==> src/rtl/fifo_wr_arbiter.sv <==
// Round-robin write-port arbiter in front of a single FIFO write side.
// Each grant allows at most BURST consecutive writes; a FIFO-full stall
// holds the grant and the burst count. Accept/write strobes are combinational
// off the registered grant so a transfer can happen every cycle.
module fifo_wr_arbiter #(
   parameter int unsigned WIDTH = 8,
   parameter int unsigned NREQ  = 4,
   parameter int unsigned BURST = 4
) (
   input  logic                    clk,
   input  logic                    rst_n,
   input  logic [NREQ-1:0]         req_valid,
   input  logic [NREQ*WIDTH-1:0]   req_data,
   output logic [NREQ-1:0]         req_ready,
   input  logic                    fifo_full,
   output logic                    fifo_wr_en,
   output logic [WIDTH-1:0]        fifo_din,
   output logic [NREQ-1:0]         grant,
   output logic                    busy
);

   localparam int unsigned IW = (NREQ > 1) ? $clog2(NREQ) : 1;
   localparam int unsigned CW = 4;

   typedef enum logic {
      IDLE  = 1'b0,
      GRANT = 1'b1
   } state_t;

   state_t          state;
   logic [IW-1:0]   own;
   logic [IW-1:0]   last;
   logic [CW-1:0]   cnt;

   logic            own_valid;
   logic            release_c;
   logic            win_found;
   logic [IW-1:0]   win_idx;
   logic [IW-1:0]   arb_base;

   // Write-side strobes and data steering for the current owner
   always_comb begin
      req_ready  = '0;
      fifo_wr_en = 1'b0;
      fifo_din   = '0;
      own_valid  = req_valid[own];
      release_c  = 1'b0;
      if (state == GRANT) begin
         req_ready[own] = !fifo_full;
         fifo_wr_en     = own_valid && !fifo_full;
         if (fifo_wr_en) begin
            fifo_din = req_data[32'(own)*WIDTH +: WIDTH];
         end
         release_c = (fifo_wr_en && (cnt == CW'(BURST - 1))) ||
                     (!own_valid && !fifo_full);
      end
   end

   // Round-robin search starting just after the base; the base itself is
   // visited last, so it only wins when it is the sole requester
   always_comb begin
      logic [IW-1:0] jj;
      jj        = '0;
      arb_base  = (state == IDLE) ? last : own;
      win_found = 1'b0;
      win_idx   = '0;
      for (int unsigned k = NREQ; k >= 1; k--) begin
         jj = IW'((32'(arb_base) + k) % NREQ);
         if (req_valid[jj]) begin
            win_found = 1'b1;
            win_idx   = jj;
         end
      end
   end

   // Grant FSM: arbitration, burst counting and back-to-back re-grant
   always_ff @(posedge clk or negedge rst_n) begin
      if (!rst_n) begin
         state <= IDLE;
         grant <= '0;
         busy  <= 1'b0;
         cnt   <= '0;
         own   <= '0;
         last  <= IW'(NREQ - 1);
      end else begin
         case (state)
            IDLE: begin
               if (win_found) begin
                  state <= GRANT;
                  grant <= NREQ'(1) << win_idx;
                  own   <= win_idx;
                  busy  <= 1'b1;
                  cnt   <= '0;
               end
            end
            GRANT: begin
               if (release_c) begin
                  last <= own;
                  cnt  <= '0;
                  if (win_found) begin
                     grant <= NREQ'(1) << win_idx;
                     own   <= win_idx;
                  end else begin
                     state <= IDLE;
                     grant <= '0;
                     busy  <= 1'b0;
                  end
               end else if (fifo_wr_en) begin
                  cnt <= cnt + CW'(1);
               end
            end
            default: begin
               state <= IDLE;
               grant <= '0;
               busy  <= 1'b0;
            end
         endcase
      end
   end

endmodule

==> config.mk <==
export PLATFORM = sky130hd
export DESIGN_NAME = fifo_wr_arbiter
export DESIGN_NICKNAME = d
export VERILOG_FILES = /design/src/rtl/fifo_wr_arbiter.sv
export SDC_FILE = /design/constraint.sdc
export NUM_CORES = 1
export LEC_CHECK = 0
export CORE_ASPECT_RATIO = 1.4
export CORE_UTILIZATION = 39
export CTS_CLUSTER_SIZE = 14
export DETAILED_ROUTE_END_ITERATION = 7
export PLACE_DENSITY = 0.8
export SETUP_SLACK_MARGIN = 0.1
export SLEW_MARGIN = 10
export SYNTH_ARGS = -nofsm -noshare
export SYNTH_HDL_FRONTEND = slang
export SYNTH_SLANG_ARGS = --single-unit
==> constraint.sdc <==
create_clock -name clk -period 2.4 [get_ports clk]
set_clock_uncertainty 0.2 [all_clocks]
set_input_delay 0.36 -clock clk [delete_from_list [all_inputs] [get_ports clk]]
set_output_delay 0.36 -clock clk [all_outputs]
set_load 0.02 [all_outputs]
# Yosys cells after proc, flatten, opt, wreduce, memory -nomap -nowiden
# Index checks and enable logic that the tools add are counted.
# op_classes
shifts	2
magnitude_cmp	6
n_mux	44
n_reduce_logical	11
eq_ne	5
bitwise	2
n_addsub	5
# op_table
op	count
$shiftx A32 B6 Y8	1
$mux W4	7
$mux W1	17
$mux W8	2
$pmux W4 S2	2
$lt A2 B3 Y1 const B	5
$mux W2	7
$bmux W1 S2	5
$reduce_and A2 Y1	3
$add A2 B1 Y2 const B	2
$add A2 B2 Y2 const B	2
$add A4 B1 Y4 const B	1
$and A4 B4 Y4	1
$eq A4 B2 Y1 const B	1
$logic_and A1 B1 Y1	4
$ne A2 B2 Y1 const B	2
$pmux W1 S2	2
$pmux W2 S2	1
$shl A1 B2 Y4 const A	1
$ne A3 B2 Y1 const B	1
$reduce_and A3 Y1	1
$demux W1 S2	1
$ge A2 B1 Y1 const B	1
$logic_not A1 Y1	2
other kinds (3)	3
# totals
word_cells	81
in_bits	39
output_inout_bits	18
regBits	14

# Depth between registers and ports, before layout
# Gate-level depths: netlist (run 1).
# depth
depth_word	12
mapped_depth	6

# Worst setup path after synthesis (run 1)
# Ideal clock, no wire load.
# synth_path
path_kind	reg-to-reg
startpoint	register cnt[1]
endpoint	register own[1]
path_stages_with_launch	6
path_slack_ns	0.327
arrival_ns	1.746
period_less_slack_ns	2.073
t_required_ns	2.073
n_path_buf	0
cell_sequence	dfrtp_1 ha_1 or3b_2 a31oi_4 and2b_1 mux2_1
# synth_between
elab_chain_cells	5
# synth_lines
item	line_no	source
from (decl)	33	logic [CW-1:0] cnt;
from (signal assigned)	109	cnt <= cnt + CW'(1);
$eq A4 B2 Y1	54	release_c = (fifo_wr_en && (cnt == CW'(BURST - 1))) ||
$logic_and A1 B1 Y1	54	
$logic_or A1 B1 Y1	54	
$mux W1	48	if (state == GRANT) begin
$ne A2 B1 Y1 (no line)	-	
to (signal assigned)	91	own <= win_idx;
to (signal assigned)	102	own <= win_idx;
to (decl)	31	logic [IW-1:0] own;
# No other way between the ends.
# A chain may end at the register's enable or synchronous reset.

# Worst setup path after layout (run 1)
# layout_path
startpoint	register own[0]
endpoint	output fifo_din[2]
# layout_between
elab_chain_cells	5
elab_cells_between_ends	6
classes_between	1 x shift; 4 x mux; 1 x reduce/logical
# layout_lines
item	line_no	source
parallel branches: the longest is 3 deep, another holds $shiftx A32 B6 Y8	-	
$mux W8 *	51	if (fifo_wr_en) begin
$mux W8 *	48	
to (decl)	17	output logic [WIDTH-1:0] fifo_din,
# Every way passes the cells marked *. The select of a mux whose other input is x is not followed.

==> results of run 1 <==
-- final cells by class --
type,count,area [sq um],share of cell area (%)
inverter,4,15.0,0.822
clock buffer,4,36.3,1.99
timing repair buffer,76,678,37.1
sequential,14,353,19.3
tap,36,45.0,2.47
multi-input combinational,78,698,38.2
-- through the flow --
stage	util, %	setup slack, ns	cell area (sq um)	setup TNS [ns]	cells
after detailed placement	67.9	-0.270	1780	-2.78	205
after CTS	70.3	0.0347	1840	0	211
after floorplan	-	0.327	1070	0	102
final	69.8	0.0718	1830	0	212
after global placement	67.9	-0.212	1780	-2.16	205
after global routing	69.8	0.00523	1830	0	212
-- power by group through the flow --
stage | Sequential (mW) | Clock (mW) | Combinational, mW
floorplan | 0.430 | 0 | 0.654
global placement | 0.400 | 0 | 1.09
detailed placement | 0.402 | 0 | 1.11
CTS | 0.407 | 0.172 | 1.13
global route | 0.426 | 0.183 | 1.22
finish | 0.410 | 0.164 | 1.14
-- cell families after synthesis --
logic type               after synthesis  synth area share [%]
flip-flops                            14                  32.8
AO/OA/AOI/OAI                         17                  13.2
XOR/XNOR                               2                  1.63
adder cells (fa/ha/maj)                1                  1.16
multiplexers                          15                  24.8
AND/OR/NAND/NOR                       42                  21.3
buffers and inverters                 11                  5.12
-- critical path, delay by kind of cell, from the launching register on --
kind,cells,cell delay (ns)
buffers and inverters,2,0.43
and+or+nand+nor,1,0.19
muxes,1,0.49
DFF,1,0.39
-- final timing paths --
check / start / end / cells past startpoint
worst min register to register: grant[1] / grant[1] / 2
worst max-delay path: own[0] / fifo_din[2] / 4
max in group asynchronous: rst_n / own[1] / 1
worst min-delay path: rst_n / cnt[1] / 1
worst max register to register: own[0] / own[1] / 7
min in group clk: grant[1] / grant[1] / 2
-- cells in the mapped netlist (all sizes together) (2+ instances only) --
cell type,instances,area [sq um]
dfrtp,12,300
nand2,11,41.3
and3,9,56.3
mux4,9,203
nor2,7,26.3
a21oi,5,32.5
buf,4,28.8
inv,4,15.0
o21ai,4,20.0
clkbuf,3,11.3
mux2,3,33.8
mux2i,3,30.0
a32o,2,20.0
and2,2,12.5
dfstp,2,52.6
nand2b,2,12.5
nor3,2,10.0
or3b,2,17.5
-- registers in the layout, summed over array words and instances (netlist names) --
| register | count |
|---|---|
| cnt | 4 |
| grant | 4 |
| last | 2 |
| own | 2 |
| busy | 1 |
| state | 1 |
-- layer usage --
metal / part of all wire, % / routed length, microns / vias to the layer above / track usage (%)
met5: 0 / 0 / - / 0
met4: 1.2 / 40 / 0 / 9.93
met3: 11 / 384 / 4 / 7.06
met2: 54 / 1850 / 51 / 43.6
met1: 34 / 1170 / 544 / 21.5
li1: - / - / 537 / -
-- timing repair --
action / in CTS / in global routing
gates cloned: 1 / 0
setup buffers: 1 / 1
setup endpoints to repair: 13 / 12
resized for setup: 35 / 13
pin swaps: 0 / 1
==> tab_implementation.tex, run 1 <==
\begin{tabular}{lr}
\hline
Metric & Value \\
\hline
\multicolumn{2}{l}{\textbf{Timing}} \\
Worst Max-Slew Pin Slew & 0.604 ns \\
FMAX & 430 MHz \\
Max-slew violation count & 0 \\
Final setup fails & 0 \\
RSZ-0062 raised after global routing & true \\
Slew headroom & 59.6\% \\
Number of hold-slack violations in the final timing report & 0 \\
Min Tclk post-route & 2.33 ns \\
Final critical-path share of the clock period & 97.0\% \\
Final-layout worst hold slack & 0.259 ns \\
\multicolumn{2}{l}{\textbf{Place}} \\
Final RePlAce weighted congestion & 0.798 \\
Count of input and output buffers & 56 \\
HPWL Detailed & 2560 microns \\
\multicolumn{2}{l}{\textbf{Critical path}} \\
Setup Crit Path Kind & reg2out \\
Worst EP required & 1.84 ns \\
Worst Path Max Fanout & 7 \\
Slowest-stage cell, CP & mux4\_2 \\
Crit start category & flip-flop \\
Cell Chain, Critical Path & buf\_6 > mux4\_2 > and3\_1 > clkdlybuf4s15\_1 \\
Worst Path Arrival & 1.77 ns \\
R2R setup slack & 0.22 ns \\
Longest individual stage delay on the worst path & 0.49 ns \\
Kind of end point of the critical path & output pin \\
\multicolumn{2}{l}{\textbf{Power and ir drop}} \\
Part of the total power dissipated in sequential elements & 23.9\% \\
Net switching power of the design & 0.673 mW \\
Power density over the cells & 939 nW/um\^{}2 \\
Pwr Total & 1.71 mW \\
VDD IR max & 0.490 mV \\
Internal power summed over all cells & 1.04 mW \\
Comb pwr share & 66.5\% \\
Net switching share of the total power & 39.3\% \\
Static power due to leakage & 0.825 nW \\
Part of the total power dissipated in the clock network & 9.6\% \\
\multicolumn{2}{l}{\textbf{CTS}} \\
TritonCTS clock tree & built \\
Post-CTS Hold Fix Bufs & 0 \\
Number of clock buffers inserted by TritonCTS & 3 \\
Sinks on Clock Net & 14 \\
Root buffer cell & clkbuf\_4 \\
Worst skew pair latency & 0.27 ns \\
Clock transition at the registers of the reported paths & 0.08 ns \\
Number of H-tree levels & 1 \\
Maximum clock path buffer count & 2 \\
\multicolumn{2}{l}{\textbf{Route}} \\
DRC violation total after the first TritonRoute iteration & 18 \\
Via density per instance & 5.36 \\
Antenna-violating nets left & 0 \\
Wire length per cell after detailed routing & 16.2 microns \\
Drt total wl & 3440 microns \\
Number of design rule violations left after detail routing & 0 \\
DR pass1 iterations & 4 \\
Via count of the routed design & 1136 \\
\multicolumn{2}{l}{\textbf{Logic synthesis}} \\
Nets in the synthesized netlist & 142 \\
Avg Synthesized Cell Area & 10.5 sq um \\
Flop and latch count out of synthesis & 14 \\
Proportion of register bits with asynchronous set or reset after synthesis & 100\% \\
Predominant post-synthesis flop cell & dfrtp\_1 \\
Proportion of synthesized chip area in sequential cells & 32.8\% \\
Yosys warnings & 0 \\
Unique masters post-synth & 39 \\
Number of synthesized flops with an enable pin & 0 \\
Post-Syn Instances & 102 \\
Cell Area, Synth & 1070 sq um \\
\multicolumn{2}{l}{\textbf{Floorplanning}} \\
Vertical extent of the die & 64.1 microns \\
Die area & 2970 sq um \\
Horizontal extent of the die & 46.4 microns \\
I/O pin total & 57 \\
Site row count & 22 \\
Placeable Area & 2620 sq um \\
Effective utilization at floorplan & 41.1\% \\
\multicolumn{2}{l}{\textbf{Layout}} \\
Antenna diodes & 0 \\
Synth-to-Final Area Change & 69.8\% \\
Layout Nets & 217 \\
Filler cell count in the final layout & 202 \\
Most frequent cells in the layout & clkdlybuf4s50\_1, buf\_4, dfrtp\_1 \\
Leading cell type in the layout, fill and taps excluded & clkdlybuf4s50\_1 \\
Layout cells sized above 1 & 31.3\% \\
\multicolumn{2}{l}{\textbf{Outcome}} \\
Result of the run & finished, final reports clean \\
\multicolumn{2}{l}{\textbf{Global route}} \\
Overflow after GRT & 0 \\
Number of antenna violations at the first check in global routing & 0 \\
Total Routing Usage GR & 23.4\% \\
Pin count of the biggest net entering global routing & 16 \\
Wire length of the first global-routing pass & 5130 microns \\
Via count of the first global-routing pass & 1153 \\
\multicolumn{2}{l}{\textbf{Job}} \\
Max-cap violation count & 0 \\
\multicolumn{2}{l}{\textbf{Worst hold path}} \\
Hold/Removal Path Class & in2async \\
\hline
\end{tabular}
Power figures use the tool's default switching activity.
==> run 2: changes to the inputs <==
SETUP_SLACK_MARGIN = 0.2   (was 0.1)
==> tab_implementation.tex, run 2 (synthesis gave the netlist of run 1 again) <==
\begin{tabular}{lr}
\hline
Metric & Value \\
\hline
\multicolumn{2}{l}{\textbf{Outcome}} \\
Result of the run & finished, final reports clean (unchanged) \\
\multicolumn{2}{l}{\textbf{Layout}} \\
Leading cell type in the layout, fill and taps excluded & clkdlybuf4s50\_1 (unchanged) \\
Non-Filler Instances & 213 (was 212) \\
Layout cells sized above 1 & 36.7\% (was 31.3\%) \\
Antenna diodes & 0 (unchanged) \\
Seq. cell area & 354 sq um (was 353 sq um) \\
Utilization of the core after routing & 72.5\% (was 69.8\%) \\
Largest registers & cnt: 4 flops, grant: 4 flops (unchanged) \\
Footprint of the multi-input gates & 733 sq um (was 698 sq um) \\
Filler cell count in the final layout & 191 (was 202) \\
Synth-to-Final Area Change & 76.5\% (was 69.8\%) \\
Most frequent cells in the layout & clkdlybuf4s50\_1, buf\_4, dfrtp\_1 (unchanged) \\
Layout Nets & 218 (was 217) \\
\multicolumn{2}{l}{\textbf{CTS}} \\
Maximum clock path buffer count & 2 (unchanged) \\
Number of H-tree levels & 1 (unchanged) \\
Post-CTS Hold Fix Bufs & 0 (unchanged) \\
Sinks on Clock Net & 14 (unchanged) \\
TritonCTS clock tree & built (unchanged) \\
Clock transition at the registers of the reported paths & 0.08 ns (about the same) \\
Root buffer cell & clkbuf\_4 (unchanged) \\
Number of clock buffers inserted by TritonCTS & 3 (unchanged) \\
Worst skew pair latency & 0.27 ns (about the same) \\
\multicolumn{2}{l}{\textbf{Timing}} \\
Worst Max-Slew Pin Slew & 0.606 ns (was 0.604 ns) \\
Number of hold-slack violations in the final timing report & 0 (unchanged) \\
Final setup fails & 0 (unchanged) \\
Slew headroom & 59.5\% (was 59.6\%) \\
Min Tclk post-route & 2.23 ns (was 2.33 ns) \\
Worst path setup slack after routing & 0.167 ns (was 0.0718 ns) \\
Final critical-path share of the clock period & 93.0\% (was 97.0\%) \\
FMAX & 448 MHz (was 430 MHz) \\
RSZ-0062 raised after global routing & true (unchanged) \\
Final-layout worst hold slack & 0.260 ns (was 0.259 ns) \\
Max-slew violation count & 0 (unchanged) \\
Summed negative setup slack over all endpoints & 0 ns (unchanged) \\
\multicolumn{2}{l}{\textbf{Place}} \\
DP Worst Slack & -0.270 ns (unchanged) \\
HPWL Detailed & 2560 microns (unchanged) \\
Number of instances in the placed design & 205 (unchanged) \\
Final RePlAce weighted congestion & 0.798 (unchanged) \\
Count of input and output buffers & 56 (unchanged) \\
\multicolumn{2}{l}{\textbf{Floorplanning}} \\
Site row count & 22 (unchanged) \\
Placeable Area & 2620 sq um (unchanged) \\
Effective utilization at floorplan & 41.1\% (unchanged) \\
I/O pin total & 57 (unchanged) \\
Vertical extent of the die & 64.1 microns (unchanged) \\
Horizontal extent of the die & 46.4 microns (unchanged) \\
Die area & 2970 sq um (unchanged) \\
\multicolumn{2}{l}{\textbf{Critical path}} \\
Number of cell instances on the worst register-to-register path & 7 (unchanged) \\
Worst Path Arrival & 1.67 ns (was 1.77 ns) \\
Kind of end point of the critical path & output pin (unchanged) \\
Crit start category & flip-flop (unchanged) \\
Worst Path Max Fanout & 6 (was 7) \\
Setup Crit Path Kind & reg2out (unchanged) \\
Worst EP required & 1.84 ns (about the same) \\
\multicolumn{2}{l}{\textbf{Worst hold path}} \\
Hold/Removal Path Class & in2async (unchanged) \\
\multicolumn{2}{l}{\textbf{Route}} \\
Number of design rule violations left after detail routing & 0 (unchanged) \\
Drt total wl & 3440 microns (about the same) \\
Wire length per cell after detailed routing & 16.2 microns (about the same) \\
DRC violation total after the first TritonRoute iteration & 19 (was 18) \\
Via density per instance & 5.39 (was 5.36) \\
Antenna-violating nets left & 0 (unchanged) \\
Via count of the routed design & 1148 (was 1136) \\
DR pass1 iterations & 4 (unchanged) \\
\multicolumn{2}{l}{\textbf{Job}} \\
Max-cap violation count & 0 (unchanged) \\
\multicolumn{2}{l}{\textbf{Global route}} \\
Overflow after GRT & 0 (unchanged) \\
Total Routing Usage GR & 23.3\% (was 23.4\%) \\
Via count of the first global-routing pass & 1153 (unchanged) \\
Number of antenna violations at the first check in global routing & 0 (unchanged) \\
Pin count of the biggest net entering global routing & 16 (unchanged) \\
Wire length of the first global-routing pass & 5090 microns (was 5130 microns) \\
\multicolumn{2}{l}{\textbf{Power and ir drop}} \\
Power density over the cells & 946 nW/um\^{}2 (was 939 nW/um\^{}2) \\
VDD IR max & 0.489 mV (was 0.490 mV) \\
Static power due to leakage & 0.821 nW (was 0.825 nW) \\
\hline
\end{tabular}
## run 2: cell types whose count changed in the layout (fill, tap and decap cells not counted), sizes merged
cell	change
dlygate4sd2	-2
clkdlybuf4s15	+1
clkbuf	-1
buf	+3
## run 2: worst max-delay path, cell delays in order (launching register included)
cell	delay, ns
dfrtp_1	0.41
buf_6	0.15
buf_4	0.14
mux4_2	0.36
and3_1	0.19
clkbuf_2	0.15
## run 2: through the flow
stage,power [mW],cell area [sq um]
after floorplan,1.08,1070
after global placement,1.49,1780
after detailed placement,1.51,1780
after CTS,1.70,1820
after global routing,1.92,1900
final,1.79,1900
## run 2: path summary, 6_finish.rpt
check / to / startpoint / slack [ns]
worst min-delay path: cnt[1] / rst_n / 0.26
worst max register to register: own[1] / own[0] / 0.19
worst max-delay path: fifo_din[1] / own[0] / 0.17
max in group asynchronous: state / rst_n / 1.31
worst min register to register: grant[1] / grant[1] / 0.30
min in group clk: grant[1] / grant[1] / 0.30
## run 2: area by class of cell
type | instances | share of cell area (%)
Clock buffer | 4 | 1.91
Tap cell | 36 | 2.37
Sequential cell | 14 | 18.7
Multi-Input combinational cell | 78 | 38.7
Timing Repair Buffer | 77 | 37.6
Inverter | 4 | 0.792
## run 2: what timing repair did
| action | CTS | global route |
|---|---|---|
| endpoints found under the setup margin | 15 | 17 |
| cloned | 1 | 0 |
| hold endpoints to repair | 0 | 0 |
| buffers inserted | 2 | 1 |
| gates resized for setup | 43 | 29 |
| pin swaps | 0 | 4 |
## run 2: per-layer routing
layer,GRT usage [%],wire length [microns]
met3,6.50,382
met5,0,0
met4,8.82,27
met1,21.7,1180
met2,43.8,1850
## run 2: report_power, final
group / internal, mW / leakage [nW] / switching (mW) / total (mW)
registers: 0.340 / 0.170 / 0.0716 / 0.412
clock network: 0.0922 / 0.0210 / 0.0719 / 0.164
logic: 0.669 / 0.630 / 0.550 / 1.22
total: 1.10 / 0.821 / 0.694 / 1.79
